`src/rtl/comparator_operand_serializer.sv`:
```
// rtl/comparator_operand_serializer.sv - operand serializer feeding a bit-serial unsigned comparator
//
// Purpose:
//   Accepts an unsigned operand pair (in_a, in_b) over a valid/ready handshake.
//   Clears the downstream sequential comparator with a one-cycle ser_rst pulse.
//   Shifts both operands out MSB-first, one bit pair per cycle.
//   Idles the serial lines for FLUSH cycles so the comparator pipeline can settle.
//   Drops ser_op to let the comparator display its L/E/G flags.
//
// Parameters:
//   W      operand width in bits (>= 1)
//   FLUSH  idle bit-cycles after the last bit (>= 1)
//
// Ports:
//   clk, rst      clock and synchronous active-high reset
//   in_valid      operand pair offered
//   in_ready      block can accept an operand pair (IDLE only)
//   in_a, in_b    W-bit unsigned operands
//   ser_a, ser_b  serial operand bits, MSB-first, to comparator a/b
//   ser_rst       one-cycle clear pulse to comparator rst
//   ser_op        comparator output suppress (1 = flags hidden)
//   frame_done    one-cycle pulse when the frame is shifted and flushed
//   busy          high in CLR, SHIFT and FLUSH
module comparator_operand_serializer #(
  parameter int W     = 8,
  parameter int FLUSH = 2
) (
  input  logic         clk,
  input  logic         rst,
  input  logic         in_valid,
  output logic         in_ready,
  input  logic [W-1:0] in_a,
  input  logic [W-1:0] in_b,
  output logic         ser_a,
  output logic         ser_b,
  output logic         ser_rst,
  output logic         ser_op,
  output logic         frame_done,
  output logic         busy
);

  localparam int BW = (W > 1) ? $clog2(W) : 1;
  localparam int FW = (FLUSH > 1) ? $clog2(FLUSH) : 1;
  localparam logic [BW-1:0] LAST_BIT   = BW'(W - 1);
  localparam logic [FW-1:0] FLUSH_LOAD = FW'(FLUSH - 1);

  typedef enum logic [1:0] {
    S_IDLE  = 2'd0,
    S_CLR   = 2'd1,
    S_SHIFT = 2'd2,
    S_FLUSH = 2'd3
  } state_t;

  state_t          state_q, state_d;
  logic [W-1:0]    sa_q, sa_d;
  logic [W-1:0]    sb_q, sb_d;
  logic [BW-1:0]   bit_cnt_q, bit_cnt_d;
  logic [FW-1:0]   flush_cnt_q, flush_cnt_d;
  logic            ser_a_q, ser_a_d;
  logic            ser_b_q, ser_b_d;
  logic            ser_rst_q, ser_rst_d;
  logic            ser_op_q, ser_op_d;
  logic            frame_done_q, frame_done_d;

  logic            accept;
  logic            last_bit;
  logic            last_flush;

  assign in_ready   = (state_q == S_IDLE);
  assign busy       = ~in_ready;
  assign accept     = in_valid & in_ready;
  assign last_bit   = (bit_cnt_q == LAST_BIT);
  assign last_flush = (flush_cnt_q == '0);

  assign ser_a      = ser_a_q;
  assign ser_b      = ser_b_q;
  assign ser_rst    = ser_rst_q;
  assign ser_op     = ser_op_q;
  assign frame_done = frame_done_q;

  // State register
  always_ff @(posedge clk) begin
    if (rst) begin
      state_q <= S_IDLE;
    end else begin
      state_q <= state_d;
    end
  end

  // Next-state logic
  always_comb begin
    state_d = state_q;
    case (state_q)
      S_IDLE:  if (accept)     state_d = S_CLR;
      S_CLR:                   state_d = S_SHIFT;
      S_SHIFT: if (last_bit)   state_d = S_FLUSH;
      S_FLUSH: if (last_flush) state_d = S_IDLE;
      default:                 state_d = S_IDLE;
    endcase
  end

  // Datapath: operand shift registers and the bit/flush counters.
  // The registers shift once per bit handed to the output flops, so the bit
  // for the next cycle is always sitting in the MSB. The first shift happens
  // in CLR, when the MSB is loaded into ser_a/ser_b for the first SHIFT cycle.
  always_comb begin
    sa_d        = sa_q;
    sb_d        = sb_q;
    bit_cnt_d   = bit_cnt_q;
    flush_cnt_d = flush_cnt_q;
    case (state_q)
      S_IDLE: begin
        if (accept) begin
          sa_d      = in_a;
          sb_d      = in_b;
          bit_cnt_d = '0;
        end
      end
      S_CLR: begin
        sa_d = sa_q << 1;
        sb_d = sb_q << 1;
      end
      S_SHIFT: begin
        if (last_bit) begin
          bit_cnt_d   = '0;
          flush_cnt_d = FLUSH_LOAD;
        end else begin
          bit_cnt_d = bit_cnt_q + 1'b1;
          sa_d      = sa_q << 1;
          sb_d      = sb_q << 1;
        end
      end
      S_FLUSH: begin
        if (!last_flush) begin
          flush_cnt_d = flush_cnt_q - 1'b1;
        end
      end
      default: ;
    endcase
  end

  // Output logic: every serial output is registered, so each value here is
  // the one to present during the cycle that follows the coming edge.
  always_comb begin
    ser_a_d      = 1'b0;
    ser_b_d      = 1'b0;
    ser_rst_d    = 1'b0;
    ser_op_d     = ser_op_q;
    frame_done_d = 1'b0;
    case (state_q)
      S_IDLE: begin
        if (accept) begin
          ser_rst_d = 1'b1;
          ser_op_d  = 1'b1;
        end
      end
      S_CLR: begin
        ser_a_d  = sa_q[W-1];
        ser_b_d  = sb_q[W-1];
        ser_op_d = 1'b1;
      end
      S_SHIFT: begin
        // On the last bit cycle the lines fall to 0 0 for the flush.
        if (!last_bit) begin
          ser_a_d = sa_q[W-1];
          ser_b_d = sb_q[W-1];
        end
        ser_op_d = 1'b1;
      end
      S_FLUSH: begin
        if (last_flush) begin
          ser_op_d     = 1'b0;
          frame_done_d = 1'b1;
        end else begin
          ser_op_d = 1'b1;
        end
      end
      default: ;
    endcase
  end

  always_ff @(posedge clk) begin
    if (rst) begin
      sa_q         <= '0;
      sb_q         <= '0;
      bit_cnt_q    <= '0;
      flush_cnt_q  <= '0;
      ser_a_q      <= 1'b0;
      ser_b_q      <= 1'b0;
      ser_rst_q    <= 1'b0;
      ser_op_q     <= 1'b1;
      frame_done_q <= 1'b0;
    end else begin
      sa_q         <= sa_d;
      sb_q         <= sb_d;
      bit_cnt_q    <= bit_cnt_d;
      flush_cnt_q  <= flush_cnt_d;
      ser_a_q      <= ser_a_d;
      ser_b_q      <= ser_b_d;
      ser_rst_q    <= ser_rst_d;
      ser_op_q     <= ser_op_d;
      frame_done_q <= frame_done_d;
    end
  end

endmodule

```
`config.mk`:
```
export PLATFORM = sky130hd
export DESIGN_NAME = comparator_operand_serializer
export DESIGN_NICKNAME = d
export VERILOG_FILES = /design/src/rtl/comparator_operand_serializer.sv
export SDC_FILE = /design/constraint.sdc
export NUM_CORES = 1
export LEC_CHECK = 0
export CORE_ASPECT_RATIO = 1.25
export CORE_MARGIN = 5
export CORE_UTILIZATION = 30
export DETAILED_ROUTE_END_ITERATION = 12
export MAX_ROUTING_LAYER = met4
export PLACE_DENSITY = 0.48
export SLEW_MARGIN = 20
export SYNTH_ARGS = -nofsm -noshare
export SYNTH_HDL_FRONTEND = slang
export SYNTH_SLANG_ARGS = --single-unit
```
`constraint.sdc`:
```
create_clock -name clk -period 2.05 [get_ports clk]
set_input_delay 0.3075 -clock clk [delete_from_list [all_inputs] [get_ports clk]]
set_output_delay 0.3075 -clock clk [all_outputs]
set_load 0.02 [all_outputs]
```
==> metrics.cfg, run 1 <==
[logic_synthesis]
yosysTopAreaCell=dfxtp_1
yosysWarnings=0
netlist_area_um2=1390
synth_seq_cells=27
ys_top_cells_by_area=dfxtp_1, mux2i_1, a311oi_2, a31oi_1, ha_1
syn-instance-count=133
avgSynthCellArea_um2=10.4
ys_seq_area_share_pct=38.9
synth_nets=159
synth_cell_type_count=28
synth_top_area_share_pct=38.9

[power]
p_sw_uw=818
power.total_mw=2.12
internal-power_mw=1.31
vdd_drop_max_mv=0.391
pwr-share-clk_pct=14.1
power_leakage_nw=0.693
p_per_area_nw_per_um2=1220
seqPwrFrac_pct=35.9
comb_power_share_pct=50.0
sw_frac_of_total_pct=38.5

[worst_setup_path]
cp-start-kind=flip-flop
reg2reg_to=sb_q[0]
r2r_start=state_q[0]
rr_worst_depth=5
crit_end=in_ready
crit_required_ns=1.74
end_kind=output pin
crit_start=state_q[1]
arrival_ns=1.62
r2r_slack_ns=0.17
worst-setup-path-type=flip-flop to output pin
path_max_fanout=8

[clock_tree]
postCtsSetupRepairBufs=0
cts.sinks=27
htree_num_levels=1
numCtsBuffers=3
clk_pin_slew_ns=0.09
cts_tree=built
clockBufferDepth=2
cts_root_buffer=clkbuf_8
clk_latency_ns=0.27

[place]
globalplace.congestion=0.872
portBuffers=25
place_area_um2=1690
dp_hpwl_um=2220
post-place-ws_ns=0.201

[die]
dieArea_um2=6100
die_w_um=70.9
io_pins=26
initial_core_util_pct=31.1
die_y_um=86.1
core-area_um2=4460
num_rows=27

[worst_hold_path]
min_delay_path_depth=1
min_path_type=flip-flop to flip-flop

[route]
route.met2.wl_um=1470
viasPerCell=5.13
antenna_left=0
dr_wl_met3_um=129
dr.pass1.iters=4
wl_met1_um=1490
drc=0
routedWlPerCell_um=14.5
wl_um=3110
first_iter_violations=60
vias=1104
top_layer_used=met4

[global_routing]
grt_first_pass_wirelength_um=5210
track_usage_pct=10.8
grt_max_degree=30
gr-total-overflow=0
grt_pass1_vias=1083
antenna_found_initial=0

[sta]
slew_headroom_pct=74.6
finalClockSkew_ns=0.00539
timing.fmax_mhz=520
finalCriticalPeriod_ns=1.92
period_share_pct=93.8
slew_violations=0
setup_viol=0
worst_slack_ns=0.127
hold_viol_final=0
fin_tns_setup_ns=0
tightest_slew_ns=0.381
rsz0062_at_grt=false

[status]
status=completed

[job]
maxCapViolCount=0

[layout]
fin_nets=184
antenna_cells=0
nFillCells=453
area_growth_pct=25.1
layout_commonest_cell=dfxtp_1
layout_common_cells=dfxtp_1, clkdlybuf4s50_1, mux2i_1, a31oi_1, a311oi_2
drive_above_1_share_pct=14.6
final_cell_area_um2=1740

[final cells by class]
cell class                 count  area (um^2)  area share, %
multi-input combinational     89          759           43.7
clock buffer                   4         45.0           2.59
sequential                    27          541           31.1
timing repair buffer          32          302           17.4
tap                           58         72.6           4.18
inverter                       5         18.8           1.08
[state kept, by name, indices dropped and copies added, names as in the netlist]
register / cells
sa_q: 8
ser_rst: 1
bit_cnt_q: 3
state_q: 2
flush_cnt_q: 1
ser_op: 1
ser_a: 1
frame_done: 1
sb_q: 8
ser_b: 1
[Yosys cell counts]
cell type   n
clkbuf_1    1
nand2_1     4
buf_6       2
buf_4       1
nand2b_1    2
a311oi_2   10
mux2i_1    17
nand3b_1    1
nand3_1     2
and2b_1     1
a311oi_1    4
and3_1      1
o211a_1     3
mux2_2      1
inv_1       5
buf_2       7
nor2b_1     3
dfxtp_1    27
buf_1       1
a21oi_1     2
a211o_1     1
a31oi_1    14
ha_1        7
or3_4       1
a32oi_1     3
o21ai_0     2
a211oi_1    1
nor2_1      9
[worst max-delay path, cell delays in order, from the launching register on]
cell,delay (ns)
dfxtp_1,0.35
inv_1,0.10
ha_2,0.27
clkdlybuf4s50_1,0.63
[how the worst min path moves through the flow]
stage            start  slack (ns)      end
6_report       sa_q[7]        0.48    ser_a
5_1_grt        sb_q[7]        0.49    ser_b
4_1_cts        sa_q[7]        0.48    ser_a
3_5_place_dp   sa_q[7]        0.46    ser_a
3_3_place_gp   sb_q[0]        0.45  sb_q[0]
2_1_floorplan  sa_q[7]        0.43    ser_a
[power groups by stage]
stage / Sequential, mW / Combinational, mW / Clock (mW)
2_1_floorplan: 0.758 / 0.869 / 0
3_3_place_gp: 0.772 / 1.06 / 0
3_5_place_dp: 0.775 / 1.07 / 0
4_1_cts: 0.764 / 1.07 / 0.319
5_1_grt: 0.779 / 1.16 / 0.339
6_report: 0.763 / 1.06 / 0.300
[repair_timing]
action,CTS,global route
gates resized for setup,1,1
hold buffers,0,0
setup endpoints to repair,1,1
[through the flow]
| step | hold WS, ns | instances | utilization (%) |
|---|---|---|---|
| final | 0.480 | 215 | 39.0 |
| after floorplan | 0.430 | 133 | - |
| after global routing | 0.490 | 215 | 39.0 |
| after global placement | 0.455 | 211 | 37.9 |
| after detailed placement | 0.458 | 211 | 37.9 |
| after CTS | 0.478 | 215 | 38.9 |
[cells by family after synthesis]
kind of cell / after synthesis / share of synthesized area (%)
AOI/OAI and AO/OA: 40 / 26.3
adders and majority gates: 7 / 6.31
buffers and inverters: 17 / 6.58
DFF: 27 / 38.9
muxes: 18 / 13.1
and+or+nand+nor: 24 / 8.83
[per-layer routing]
metal  up-vias  track usage [%]
met2        27             16.5
met1       520             14.1
met4         0             4.10
met3         2             2.11
li1        555                -
met5         -                -
Note: power is estimated with default switching activity, not from simulation.
==> run 2, diff against run 1 <==
- ABC_CLOCK_PERIOD_IN_PS: unset -> 2050
- RECOVER_POWER: unset -> 25
==> run 2 against run 1 <==
Worst setup slack better by 0.0012 ns; utilization is 0.17 points lower; clock-buffer cell count stayed put; die area stayed put; critical path depth stayed put; maximum frequency hardly changed; via count is 0.45% higher; register-to-register slack hardly changed; critical endpoint unchanged.
==> metrics.cfg, run 2 (synthesis gave the netlist of run 1 again) <==
[clock_tree]
clk_latency_ns=0.27
cts_hold_repair.buffers=0
cts.sinks=27
htree_num_levels=1
cts_root_buffer=clkbuf_8
cts_tree=built
numCtsBuffers=3
postCtsSetupRepairBufs=0
clockBufferDepth=2
clk_pin_slew_ns=0.09

[route]
routedWlPerCell_um=14.5
antenna_left=0
wl_um=3110
vias=1109
first_iter_violations=61
drc=0
viasPerCell=5.16
dr.pass1.iters=4

[die]
initial_core_util_pct=31.1
dieArea_um2=6100
die_y_um=86.1
core-area_um2=4460
io_pins=26
die_w_um=70.9
num_rows=27

[worst_setup_path]
arrival_ns=1.61
cp_top_family=buffers and inverters
worst-setup-path-type=flip-flop to output pin
path_max_fanout=8
crit_required_ns=1.74
end_kind=output pin
critPathSlowestCell=clkdlybuf4s50_1
cp-start-kind=flip-flop
slowest_delay_ns=0.63
path_cells=inv_1, ha_2, clkdlybuf4s50_1
crit_buf_inv=2

[place]
dp_hpwl_um=2220
place_area_um2=1690
globalplace.congestion=0.872
portBuffers=25

[sta]
finalCriticalPeriod_ns=1.92
hold_viol_final=0
setup_viol=0
whs_ns=0.480
rsz0062_at_grt=false
slew_headroom_pct=44.8
slew_violations=0
tightest_slew_ns=0.828
fin_tns_setup_ns=0
finalClockSkew_ns=0.00557
period_share_pct=93.7
timing.fmax_mhz=520

[power]
power.total_mw=2.12
power_leakage_nw=0.689
vdd_drop_max_mv=0.391
p_per_area_nw_per_um2=1220

[job]
maxCapViolCount=0

[layout]
area_growth_pct=24.6
final_cell_area_um2=1730
seqCellArea_um2=541
nFillCells=454
final_util_pct=38.8
antenna_cells=0
fin_nets=184
biggestRegsByFlops=sa_q (8), sb_q (8), bit_cnt_q (3)
layout_commonest_cell=dfxtp_1
multi_input_area_um2=759
layout_common_cells=dfxtp_1, clkdlybuf4s50_1, mux2i_1, a31oi_1, a311oi_2
drive_above_1_share_pct=13.4

[global_routing]
grt_first_pass_wirelength_um=5210
antenna_found_initial=0
gr-total-overflow=0
grt_pass1_vias=1083
grt_max_degree=30
track_usage_pct=10.8

[status]
status=completed

[worst_hold_path]
min_path_type=flip-flop to flip-flop

[run 2: cell count changes in the layout (fill, tap and decap cells not counted)]
| cell | delta |
|---|---|
| dlygate4sd3_1 | +2 |
| buf_4 | -2 |
| clkdlybuf4s50_1 | -2 |
| clkbuf_1 | +2 |
[run 2: path summary, 6_finish.rpt]
check / startpoint / to / slack, ns / depth (start not counted)
setup reg to reg: state_q[0] / sb_q[5] / 0.16 / 5
setup / recovery: state_q[1] / in_ready / 0.13 / 3
hold / removal: sa_q[7] / ser_a / 0.48 / 1
hold reg to reg: sa_q[7] / ser_a / 0.48 / 1
[run 2: layout make-up]
cell class              instances  area share, %
multi-input cells              89           43.9
flip-flops and latches         27           31.2
repair buffers                 32           17.0
well taps                      58           4.19
clock buffers                   4           2.60
inverters                       5           1.08
[run 2: report_power, final]
| group | switching (mW) | total [mW] | internal [mW] |
|---|---|---|---|
| clock network | 0.161 | 0.300 | 0.139 |
| registers | 0.0878 | 0.762 | 0.674 |
| logic | 0.568 | 1.06 | 0.489 |
| total | 0.817 | 2.12 | 1.30 |
[run 2: through the flow]
stage / std cells / setup slack, ns
floorplan: 133 / 0.327
global placement: 211 / 0.230
detailed placement: 211 / 0.201
CTS: 215 / 0.0193
global route: 215 / 0.0159
finish: 215 / 0.128
[run 2: worst reg2reg max path, cell delays in order, from the launching register on]
cell and delay, ns:
dfxtp_1 0.40, inv_1 0.08, ha_1 0.34, or3_4 0.59, a31oi_1 0.27, a311oi_2 0.07
[run 2: per-layer routing]
layer,vias up,part of all wire [%],routed length [um],track usage [%]
met5,-,0,0,-
met4,0,0.68,21,4.10
met3,2,4.5,141,2.11
met2,31,47,1470,16.5
met1,521,47,1470,14.1
li1,555,-,-,-
[run 2: timing repair]
item,4_1_cts,5_1_grt
endpoints found under the setup margin,1,1
endpoints found under the hold margin,0,0
pin swaps,0,0
gates resized for setup,1,1
